--- src/rtl/pc_stack_unit.sv ---
`timescale 1ns/1ps
// -----------------------------------------------------------------------------
// pc_stack_unit
//
// Program-counter unit for the 16-bit CPU. Supports increment, absolute jump,
// conditional signed-relative branch, and subroutine call/return through an
// internal LIFO return-address stack. Stack overflow and underflow are
// reported through a sticky error flag.
//
// Parameters:
//   ADDR_W      PC width in bits
//   OFFS_W      width of offset_addr (OFFS_W <= ADDR_W)
//   STACK_DEPTH number of return-address entries (power of two, >= 2)
//   RESET_VEC   value loaded into pc_out on reset
//
// Ports:
//   clk          clock, all state updates on posedge
//   rst          asynchronous active-low reset
//   en_pc        update enable; when low, PC and stack hold
//   pc_ctrl      operation select (hold/INC/JMP/BR/CALL/RET/reserved)
//   offset_addr  absolute target (zero-extended) or relative offset (sign-extended)
//   cond         branch condition for BR
//   err_clr      clears stk_err, independent of en_pc
//   pc_out       registered program counter
//   sp_level     number of valid stack entries
//   stk_full     sp_level == STACK_DEPTH
//   stk_empty    sp_level == 0
//   stk_err      sticky overflow/underflow flag
// -----------------------------------------------------------------------------
module pc_stack_unit #(
    parameter int                ADDR_W      = 16,
    parameter int                OFFS_W      = 8,
    parameter int                STACK_DEPTH = 4,
    parameter logic [ADDR_W-1:0] RESET_VEC   = ADDR_W'(1)
) (
    input  logic                         clk,
    input  logic                         rst,
    input  logic                         en_pc,
    input  logic [2:0]                   pc_ctrl,
    input  logic [OFFS_W-1:0]            offset_addr,
    input  logic                         cond,
    input  logic                         err_clr,
    output logic [ADDR_W-1:0]            pc_out,
    output logic [$clog2(STACK_DEPTH):0] sp_level,
    output logic                         stk_full,
    output logic                         stk_empty,
    output logic                         stk_err
);

    localparam int PTR_W = $clog2(STACK_DEPTH);
    localparam int SP_W  = PTR_W + 1;

    localparam logic [SP_W-1:0] SP_FULL  = SP_W'(STACK_DEPTH);
    localparam logic [SP_W-1:0] SP_EMPTY = '0;

    typedef enum logic [2:0] {
        OP_HOLD = 3'b000,
        OP_INC  = 3'b001,
        OP_JMP  = 3'b010,
        OP_BR   = 3'b011,
        OP_CALL = 3'b100,
        OP_RET  = 3'b101,
        OP_RSV6 = 3'b110,
        OP_RSV7 = 3'b111
    } pc_op_e;

    // Absolute targets are unsigned addresses within the low part of the map.
    function automatic logic [ADDR_W-1:0] zext_addr(input logic [OFFS_W-1:0] v);
        return ADDR_W'(v);
    endfunction

    // Relative offsets are two's complement; the size cast of a signed
    // operand replicates the sign bit into the upper PC bits.
    function automatic logic signed [ADDR_W-1:0] sext_offs(input logic signed [OFFS_W-1:0] v);
        return ADDR_W'(v);
    endfunction

    // All PC arithmetic wraps modulo 2^ADDR_W; the carry out is discarded.
    function automatic logic [ADDR_W-1:0] wrap_add(input logic [ADDR_W-1:0] a,
                                                   input logic [ADDR_W-1:0] b);
        return a + b;
    endfunction

    // Architectural state
    logic [ADDR_W-1:0] pc_p1;
    logic [SP_W-1:0]   sp_p1;
    logic              err_p1;

    // Return-address storage is data, not control: it carries no reset and
    // its contents are meaningless until written by a push.
    logic [ADDR_W-1:0] stack_mem [STACK_DEPTH];

    // Stage 0: decode and next-state computation from the current state
    pc_op_e                   op_p0;
    logic [ADDR_W-1:0]        pc_inc_p0;
    logic [ADDR_W-1:0]        pc_abs_p0;
    logic signed [ADDR_W-1:0] rel_off_p0;
    logic [ADDR_W-1:0]        pc_rel_p0;
    logic [PTR_W-1:0]         wr_idx_p0;
    logic [PTR_W-1:0]         rd_idx_p0;
    logic [ADDR_W-1:0]        top_p0;
    logic                     full_p0;
    logic                     empty_p0;

    logic [ADDR_W-1:0]        pc_nxt_p0;
    logic [SP_W-1:0]          sp_nxt_p0;
    logic                     push_p0;
    logic                     err_set_p0;

    assign op_p0      = pc_op_e'(pc_ctrl);
    assign pc_inc_p0  = wrap_add(pc_p1, ADDR_W'(1));
    assign pc_abs_p0  = zext_addr(offset_addr);
    assign rel_off_p0 = sext_offs(offset_addr);
    assign pc_rel_p0  = wrap_add(pc_p1, ADDR_W'(rel_off_p0));

    assign full_p0  = (sp_p1 == SP_FULL);
    assign empty_p0 = (sp_p1 == SP_EMPTY);

    // Push goes to entry [sp]; the top of stack is entry [sp-1]. With a
    // power-of-two depth the low PTR_W bits address the array directly.
    // rd_idx is garbage when the stack is empty but is never used then.
    assign wr_idx_p0 = PTR_W'(sp_p1);
    assign rd_idx_p0 = PTR_W'(sp_p1 - SP_W'(1));
    assign top_p0    = stack_mem[rd_idx_p0];

    always_comb begin
        pc_nxt_p0  = pc_p1;
        sp_nxt_p0  = sp_p1;
        push_p0    = 1'b0;
        err_set_p0 = 1'b0;

        if (en_pc) begin
            case (op_p0)
                OP_INC: begin
                    pc_nxt_p0 = pc_inc_p0;
                end
                OP_JMP: begin
                    pc_nxt_p0 = pc_abs_p0;
                end
                OP_BR: begin
                    pc_nxt_p0 = cond ? pc_rel_p0 : pc_inc_p0;
                end
                OP_CALL: begin
                    // The jump happens even when the return address cannot
                    // be saved; the lost push is flagged instead.
                    pc_nxt_p0 = pc_abs_p0;
                    if (full_p0) begin
                        err_set_p0 = 1'b1;
                    end else begin
                        push_p0   = 1'b1;
                        sp_nxt_p0 = sp_p1 + SP_W'(1);
                    end
                end
                OP_RET: begin
                    // Returning with nothing on the stack falls through to
                    // the next instruction rather than jumping to garbage.
                    if (empty_p0) begin
                        pc_nxt_p0  = pc_inc_p0;
                        err_set_p0 = 1'b1;
                    end else begin
                        pc_nxt_p0 = top_p0;
                        sp_nxt_p0 = sp_p1 - SP_W'(1);
                    end
                end
                default: begin
                    // hold and reserved encodings leave everything unchanged
                end
            endcase
        end
    end

    // Stage 1: state registers
    always_ff @(posedge clk or negedge rst) begin
        if (!rst) begin
            pc_p1  <= RESET_VEC;
            sp_p1  <= SP_EMPTY;
            err_p1 <= 1'b0;
        end else begin
            pc_p1 <= pc_nxt_p0;
            sp_p1 <= sp_nxt_p0;
            // A new error outranks a clear arriving on the same edge.
            if (err_set_p0) begin
                err_p1 <= 1'b1;
            end else if (err_clr) begin
                err_p1 <= 1'b0;
            end
        end
    end

    always_ff @(posedge clk) begin
        if (push_p0) begin
            stack_mem[wr_idx_p0] <= pc_inc_p0;
        end
    end

    assign pc_out    = pc_p1;
    assign sp_level  = sp_p1;
    assign stk_full  = (sp_p1 == SP_FULL);
    assign stk_empty = (sp_p1 == SP_EMPTY);
    assign stk_err   = err_p1;

endmodule

--- config.mk ---
export PLATFORM = sky130hd
export DESIGN_NAME = pc_stack_unit
export DESIGN_NICKNAME = d
export VERILOG_FILES = /design/src/rtl/pc_stack_unit.sv
export SDC_FILE = /design/constraint.sdc
export NUM_CORES = 1
export LEC_CHECK = 0
export ABC_CLOCK_PERIOD_IN_PS = 7100
export CAP_MARGIN = 20
export CELL_PAD_IN_SITES_DETAIL_PLACEMENT = 1
export CELL_PAD_IN_SITES_GLOBAL_PLACEMENT = 1
export CORE_ASPECT_RATIO = 1.4
export CORE_MARGIN = 8
export CORE_UTILIZATION = 40
export DETAILED_ROUTE_END_ITERATION = 8
export PLACE_DENSITY_LB_ADDON = 0.1
export SLEW_MARGIN = 20
export SYNTH_ARGS = -nofsm -noshare
export SYNTH_HDL_FRONTEND = slang
export SYNTH_SLANG_ARGS = --single-unit
--- constraint.sdc ---
create_clock -name clk -period 7.1 [get_ports clk]
set_clock_uncertainty 0.2 [all_clocks]
set_input_delay 0.71 -clock clk [delete_from_list [all_inputs] [get_ports clk]]
set_output_delay 0.71 -clock clk [all_outputs]
set_load 0.01 [all_outputs]
-- Yosys cells after proc, flatten, opt, wreduce, memory -nomap -nowiden
Memory sizes are Yosys's and may differ from the RTL's.
Index checks and enable logic that the tools add are counted.
- register bits after elaboration: 20
- RAM bits: 64
- input bits: 16
- output and inout bits: 22
- word-level logic and storage cells: 40
- memories kept: 1
- $add $sub $neg: 4
- equal/unequal tests: 8
- multiplexer cells: 17
- reduce and logical (&&, ||, !) cells: 7
- memories (name ; words ; width ; read ports ; clocked after memory_dff ; wr ports ; RTL line ; source):
    stack_mem ; 4 ; 16 ; 1 ; 0 ; 1 ; 91 ; logic [ADDR_W-1:0] stack_mem [STACK_DEPTH];
- operators with widths (operator ; count):
    $pmux 16 s4 ; 1
    $mux 16 ; 2
    $add 16x1->16 const B ; 1
    $add 16x16->16 ; 1
    $mux 1 ; 10
    $eq 3x3->1 const B ; 3
    $eq 3x2->1 const B ; 2
    $mux 3 ; 2
    $pmux 3 s2 ; 1
    $ne 2x2->1 const B ; 2
    $reduce_and 4->1 ; 1
    $reduce_bool 2->1 ; 2
    $reduce_bool 4->1 ; 1
    $add 3x1->3 const B ; 1
    $eq 3x1->1 const B ; 1
    $logic_not 3->1 ; 1
    $sub 3x1->3 const B ; 1
    $pmux 1 s2 ; 1
    $reduce_and 2->1 ; 1
    $reduce_or 2->1 ; 1

-- Logic depth before layout (Yosys ltp)
Gate-level depths: netlist of the first run.
- depth after elaboration: 6
- gate-level depth with buffers: 12
- mapped depth without buffers: 9

-- Worst setup path before layout of the first run
OpenSTA, ideal clock, no wires.
- path type: reg-to-reg
- start point: register sp_p1[0] (netlist: sp_level[0])
- end point: register pc_p1[15] (netlist: pc_out[15])
- library setup time: 0.119 ns
- arrival time: 2.492 ns
- data required time: 6.781 ns
- setup slack: 4.290 ns
- stages on the path, launching flop included: 12
- path buffers: 3
- clock period less this slack: 2.810 ns
- cell sequence: dfrtp_1 > buf_4 > buf_6 > inv_1 > ha_1 > clkbuf_1 > mux4_2 > nor2b_1 > a21oi_1 > a22oi_1 > a32oi_1 > a21bo_1
- cells in the longest elaborated chain, start to end: 4
- elaborated cells between the ends (all ways): 5
- classes of those cells: add/sub (1); mux (2); reduce/logical (1); memory (1)
- RTL lines (what ; RTL line ; source):
    start, declared ; 86 ; logic [SP_W-1:0] sp_p1;
    start signal, assigned ; 180 ; sp_p1 <= sp_nxt_p0;
    $sub 3x1->3 ; - ;
    $mem_v2 4x16 ; - ;
    $mux 16 (*) ; 157 ; if (empty_p0) begin
    $pmux 16 s4 (*) ; 133 ; case (op_p0)
    end signal, assigned ; 179 ; pc_p1 <= pc_nxt_p0;
    end, declared ; 85 ; logic [ADDR_W-1:0] pc_p1;
Mark *: on every way between the ends. The rest lies on a longest branch, timed or not.
A chain may end at the register's enable or synchronous reset.

-- Worst setup path after layout of the first run
- start point: input offset_addr[7]
- end point: register pc_p1[12] (netlist: pc_out[12])
- cells in the longest elaborated chain, start to end: 3
- RTL lines (what ; RTL line ; source):
    start, declared ; 40 ; input logic [OFFS_W-1:0] offset_addr,
    $add 16x16->16 ; 81 ; return a + b;
    $mux 16 ; 141 ; pc_nxt_p0 = cond ? pc_rel_p0 : pc_inc_p0;
    $pmux 16 s4 ; 133 ;
No other way between the ends.

==> key figures, run 1 <==
Logic synthesis
  – Share of the synthesized area in the top cell type: 38.80%
  – Post-synth ARST share: 23.81%
  – Post-synth EDFFs: 64
  – Post-Synth Simple-Gate Area: 13.29%
  – Synth area leader: edfxtp_1
  – Synthesized instance count: 409
  – Largest cells by area after synthesis: edfxtp_1 39%, dfrtp_1 9.6%, mux4_2 6.8%
  – Synth unique cells: 72
  – Syn Nets: 448
  – YS warnings: 0
  – Combinational family with the most area after synthesis: compound AO/OA/AOI/OAI gates
  – Seq/Total Area, Yosys: 48.93%
  – Average cell area after synthesis: 12.11 um2
  – Ys flop type: edfxtp_1
  – Mapped Area: 0.004954 mm2
  – Synthesis-stage register bit count: 84
  – Synth Area in XOR/XNOR: 4.749%
  – Synth Area in Adders: 5.961%
  – Synth Area in Compound Gates: 14.62%
  – Mux share of post-synthesis cell area: 7.982%

GRT
  – Met1 global-route usage: 20.71%
  – GRT Total Usage: 17.20%
  – Initial antenna violation count: 0
  – GR Util met3: 2.745%
  – Vias in the first global route: 3733
  – M2 GR Usage: 29.68%
  – Global-route wire length before repair: 20.95 mm
  – Grt ovf: 0
  – GR peak layer: met2
  – Largest net degree at the start of global routing: 23

Power
  – Leakage: 2.088 nW
  – Sequential power share: 35.0%
  – Peak supply drop: 209.1 uV
  – Sw Ratio: 35.63%
  – Comb pwr share: 39.5%
  – Clock share of power: 25.5%
  – Internal: 0.001283 W
  – PD cells: 348.1 mW/mm2
  – P_sw: 0.0007100 W

Critical path
  – Critical path, cell by cell: clkdlybuf4s50_1, ha_1, and2_1, o21ai_0, a31oi_1, o221ai_1, xnor2_1, o2bb2ai_1
  – Critical path's slowest cell: clkdlybuf4s50_1
  – Reg-to-reg slack, setup: 4130 ps
  – CP max stage delay: 690 ps
  – Element type at the critical path end: flop
  – Max FO, Critical Path: 10
  – CP startpoint kind: input port
  – CP bufs+invs: 1
  – Crit path kind: input port to flop
  – Critical path arrival: 3230 ps
  – Critical Path RT: 7130 ps
  – Crit path max-delay family: compound AO/OA/AOI/OAI gates

Timing
  – # setup viols final: 0
  – Max-slew violation count: 0
  – Setup WS post-layout: 3899 ps
  – Slew HR: 41.17%
  – Min Tclk post-route: 3201 ps
  – F_max: 312.4 MHz
  – Final hold vios: 0
  – Setup tns final: 0 ps
  – Unrepaired setup endpoints after global routing: false
  – Worst-margin pin slew: 882.4 ps
  – Final Cycle Share: 45.08%

Layout
  – Final Net Count: 483
  – P&R area growth vs syn: 15.58%
  – Final non-filler cell total: 599
  – Ant diodes: 0
  – Fraction of layout cells with a size suffix above 1: 11.58%

Routing
  – TritonRoute pass-1 iters: 4
  – DRT antenna net count: 0
  – Vias: 3465
  – DRC Markers: 0
  – WL/cell: 22.13 um
  – Final wirelength: 13.26 mm
  – Vias/cell: 5.785
  – First DRT Iteration DRCs: 131

Floorplan
  – Number of I/O pins: 38
  – Number of placement rows: 48
  – Area of the core: 0.01219 mm2
  – Initial core utilization: 40.63%
  – Die span in x: 110.1 um
  – Die area: 0.01625 mm2
  – DIE HEIGHT: 147.7 um

Placement
  – PortBufs: 37
  – Gpl congestion: 0.8164
  – DP HPWL: 9.717 mm
  – DP Cell Count: 583
  – DP Worst Slack: 3537 ps

CTS
  – Clk pin slew, worst setup/hold paths: 60 ps
  – TritonCTS buffer count: 9
  – CTS tree: built
  – Post-CTS resize count: 0
  – Hold buffer count at cts: 0
  – CTS Buffer Depth: 2
  – H-tree depth: 3
  – Post-CTS setup buffer count: 0
  – CTS Sinks: 84
  – Skew-Pair Late Insertion Delay: 340 ps
  – CTS root buf: clkbuf_16

Flow run
  – Max-cap violations: 0

Hold path
  – Worst hold path class: flop to flop

Status
  – Status: finished, final reports clean
registers in the layout, indices dropped and copies added, names as in the netlist:
signal	count
pc_out	16
sp_level	3
stk_err	1
stack_mem	64
cell usage after synthesis (2+ instances only):
cell type / count
and3_1: 5
nand2_1: 23
edfxtp_1: 64
a211oi_1: 6
a21o_1: 4
clkbuf_8: 3
ha_1: 22
buf_4: 2
nand2b_1: 3
nand4_1: 7
clkbuf_1: 2
and4_1: 2
xor2_1: 5
o21a_1: 6
dfrtp_1: 19
a32oi_1: 2
a22o_1: 2
a31oi_1: 8
nor3_1: 5
a21boi_0: 2
nand3_1: 12
mux4_2: 15
o22ai_1: 3
xnor2_1: 20
a21oi_1: 26
nand3b_1: 5
buf_2: 6
and2_1: 7
a221o_1: 2
buf_6: 4
nor2b_1: 4
o21ai_0: 17
a22oi_1: 5
mux2i_1: 2
nor2_1: 22
inv_1: 22
o2111ai_1: 2
o211ai_1: 3
o31ai_1: 4
a222oi_1: 3
or3_1: 2
metal layers:
layer,share of wire [%],routed length (um),up-vias
li1,-,-,1650
met1,42,5552,1745
met2,53,7050,55
met4,1.9,252,0
met5,0,0,-
met3,3.0,401,15
path summary, 6_finish.rpt:
| kind | startpoint | endpoint | cells past startpoint |
|---|---|---|---|
| max reg2reg | pc_out[0] | pc_out[12] | 9 |
| min in group asynchronous | rst | pc_out[4] | 2 |
| max | offset_addr[7] | pc_out[12] | 8 |
| min reg2reg | stk_err | stk_err | 2 |
| max in group asynchronous | rst | pc_out[0] | 2 |
| min | stk_err | stk_err | 2 |
cell usage in the layout, fill, tap and decap left out, drive strengths merged, types with 5 or more instances in the layout:
master,count
mux4,16
dfrtp,19
nand3b,6
o21ai,17
clkbuf,9
and2,9
xnor2,21
o21a,6
a211oi,6
nand4,8
ha,22
xor2,5
and3,5
inv,24
a22oi,5
nor3,6
a21oi,26
nand3,13
clkdlybuf4s50,37
nand2,24
nor2,22
edfxtp,64
a31oi,8
power by group through the flow:
stage,registers [W],clock network (W),logic (W)
2_1_floorplan,0.000691,0,0.000552
3_3_place_gp,0.000706,0,0.000776
3_5_place_dp,0.000709,0,0.000791
4_1_cts,0.000699,0.000520,0.000798
5_1_grt,0.000705,0.000540,0.000860
6_report,0.000698,0.000508,0.000787
worst reg2reg max path, cell delays in order, from the launching register on:
cell       delay [ps]
dfstp_2           620
ha_1              190
inv_1              50
fa_1              420
nor2b_1           170
o211ai_1          140
a31oi_1           480
o221ai_1          250
xnor2_1           230
o2bb2ai_1          90
cell type report:
type	count	area (um2)
inverter	22	82.58
multi-input combinational	286	2308
tap	150	187.7
timing repair buffer	41	400.4
clock buffer	9	225.2
fill	1278	6466
sequential	84	2424
clock inverter	7	97.59
stage by stage:
step	hold slack (ps)	instance area (um2)	power (W)	util, %
after floorplan	214.4	4954	0.001242	-
after global placement	317.7	5403	0.001482	44.31
after detailed placement	333.9	5403	0.001499	44.31
after CTS	343.4	5725	0.002017	46.96
after global routing	367.2	5725	0.002106	46.96
final	341.2	5725	0.001993	46.96
kinds of logic after synthesis:
family                     count (synthesis)
AOI/OAI and AO/OA                        105
DFF                                       84
and+or+nand+nor                          113
buffers and inverters                     39
adders and majority gates                 23
xor gates and xnor gates                  26
muxes                                     19
(Power assumes the default switching activity.)
==> run 2: changes to the inputs <==
--- a/config.mk
+++ b/config.mk
@@ -5,7 +5,7 @@
 export SDC_FILE = /design/constraint.sdc
 export NUM_CORES = 1
 export LEC_CHECK = 0
-export ABC_CLOCK_PERIOD_IN_PS = 7100
+export ABC_CLOCK_PERIOD_IN_PS = 2700
 export CAP_MARGIN = 20
 export CELL_PAD_IN_SITES_DETAIL_PLACEMENT = 1
 export CELL_PAD_IN_SITES_GLOBAL_PLACEMENT = 1
==> constraint.sdc (replaced) <==
create_clock -name clk -period 2.7 [get_ports clk]
set_clock_uncertainty 0.2 [all_clocks]
set_input_delay 0.27 -clock clk [delete_from_list [all_inputs] [get_ports clk]]
set_output_delay 0.27 -clock clk [all_outputs]
set_load 0.01 [all_outputs]
==> run 2 against run 1 <==
Net effect:
- power rose to 2.7 times the previous value
- clock-buffer cell count is the same
- via count up 6.0%
- global-route usage barely moved
- worst setup slack lost 3800 ps
- largest cell class unchanged
==> key figures, run 2 (synthesis gave the netlist of run 1 again) <==
CTS
  – CTS tree: built
  – Skew-Pair Late Insertion Delay: 340 ps (about the same)
  – Clk pin slew, worst setup/hold paths: 70 ps (about the same)
  – H-tree depth: 3 (unchanged)
  – Post-CTS setup buffer count: 0 (unchanged)
  – CTS Sinks: 84 (unchanged)
  – CTS root buf: clkbuf_16
  – TritonCTS buffer count: 9 (unchanged)
  – CTS Buffer Depth: 2 (unchanged)
  – Hold buffer count at cts: 0 (unchanged)

Timing
  – Setup WS post-layout: 131.9 ps (-3768 ps)
  – Unrepaired setup endpoints after global routing: true
  – Worst-margin pin slew: 592.7 ps (-289.6 ps)
  – Max-slew violation count: 0 (unchanged)
  – Min Tclk post-route: 2568 ps
  – Hold_ws: 105.9 ps (-235.3 ps)
  – Slew HR: 60.20% (+19 points)
  – # setup viols final: 0 (unchanged)
  – Final hold vios: 0 (unchanged)
  – F_max: 389.4 MHz
  – Final Cycle Share: 95.12%

Routing
  – Vias: 3672 (+6.0%)
  – DRC Markers: 0 (unchanged)
  – WL/cell: 20.96 um (-5.3%)
  – TritonRoute pass-1 iters: 4 (unchanged)
  – DRT antenna net count: 0 (unchanged)
  – Vias/cell: 5.711 (-1.3%)
  – First DRT Iteration DRCs: 103 (-21%)
  – Final wirelength: 13.48 mm (+1.6%)

GRT
  – Vias in the first global route: 3901 (+4.5%)
  – Initial antenna violation count: 0 (unchanged)
  – Global-route wire length before repair: 21.29 mm (+1.6%)
  – GRT Total Usage: 17.17% (-0.027 points)
  – Largest net degree at the start of global routing: 23 (unchanged)
  – Grt ovf: 0 (unchanged)

Power
  – PD cells: 892.6 mW/mm2 (+160%)
  – Leakage: 2.317 nW (+11%)
  – Peak supply drop: 517.1 uV (+150%)

Critical path
  – CP startpoint kind: flop
  – Element type at the critical path end: flop
  – Worst r2r path cells: 9 (unchanged)
  – Max FO, Critical Path: 3 (-7)
  – Reg-to-reg slack, setup: 130 ps (-4000 ps)
  – Crit path kind: flop to flop
  – Critical Path RT: 2710 ps (-4420 ps)
  – Critical path arrival: 2580 ps (-650 ps)

Layout
  – Ant diodes: 0 (unchanged)
  – Most common cell after layout, fill and taps aside: edfxtp_1
  – Largest Register: stack_mem
  – Max reg flops: 64 (unchanged)
  – Final non-filler cell total: 643 (+7.3%)
  – Final Net Count: 527 (+9.1%)
  – Commonest non-fill, non-tap cells in the layout: 64 x edfxtp_1, 43 x buf_4, 37 x clkdlybuf4s50_1
  – P&R area growth vs syn: 23.69%
  – Fraction of layout cells with a size suffix above 1: 19.88% (+8.3 points)

Placement
  – DP HPWL: 10.23 mm (+5.3%)
  – Gpl congestion: 0.8031 (-1.6%)
  – DP Cell Count: 627 (+7.5%)
  – DP Worst Slack: -157.0 ps (-3694 ps)
  – PortBufs: 37 (unchanged)

Floorplan
  – Die span in x: 110.1 um (unchanged)
  – Area of the core: 0.01219 mm2 (unchanged)
  – Number of I/O pins: 38 (unchanged)
  – Initial core utilization: 40.63% (unchanged)
  – Number of placement rows: 48 (unchanged)
  – DIE HEIGHT: 147.7 um (unchanged)
  – Die area: 0.01625 mm2 (unchanged)

Hold path
  – Worst hold path class: input port to async pin

Flow run
  – Max-cap violations: 0 (unchanged)

Status
  – Status: finished, final reports clean
[run 2: final timing paths]
kind / start / endpoint
min in group clk: err_clr / stk_err
setup reg to reg: pc_out[0] / pc_out[14]
hold / removal: rst / pc_out[1]
setup / recovery: pc_out[0] / pc_out[14]
hold reg to reg: stk_err / stk_err
max in group asynchronous: rst / pc_out[0]
[run 2: layout make-up]
| cell class | instances | area (um2) |
|---|---|---|
| Fill cell | 1302 | 6065 |
| Multi-Input combinational cell | 286 | 2317 |
| Clock buffer | 9 | 225.2 |
| Tap cell | 150 | 187.7 |
| Clock inverter | 7 | 97.59 |
| Sequential cell | 84 | 2424 |
| Inverter | 22 | 82.58 |
| Timing Repair Buffer | 85 | 793.3 |
[run 2: stage by stage]
stage	TNS, ps	instance area, um2	power, W	utilization, %
after global placement	-75.47	5796	0.004133	47.54
after global routing	-32.43	6127	0.005772	50.26
after floorplan	0	4955	0.003271	-
after CTS	0	6118	0.005535	50.18
final	0	6127	0.005469	50.26
after detailed placement	-423.7	5796	0.004169	47.54
[run 2: timing repair]
action	in CTS	in global routing
resized for setup	0	2
endpoints found under the setup margin	0	3
endpoints found under the hold margin	0	0
[run 2: critical path, cell delays in order, from the launching register on]
cell and delay [ps]:
dfstp_2 550, ha_1 180, inv_1 60, fa_1 400, nor2b_2 160, o211ai_1 180, a21oi_1 260, nor2_1 100
o2111ai_1 240, o221ai_2 120
[run 2: routing by layer]
layer | part of all wire (%) | GRT usage (%) | vias up
li1 | - | - | 1747
met1 | 43 | 21.38 | 1880
met2 | 53 | 30.19 | 33
met3 | 2.2 | 2.048 | 12
met4 | 1.2 | 4.407 | 0
met5 | 0 | 0 | -
[run 2: power by group]
part,internal [W],switching (W)
combinational,0.00115,0.00120
clock,0.000816,0.000527
sequential,0.00161,0.000168
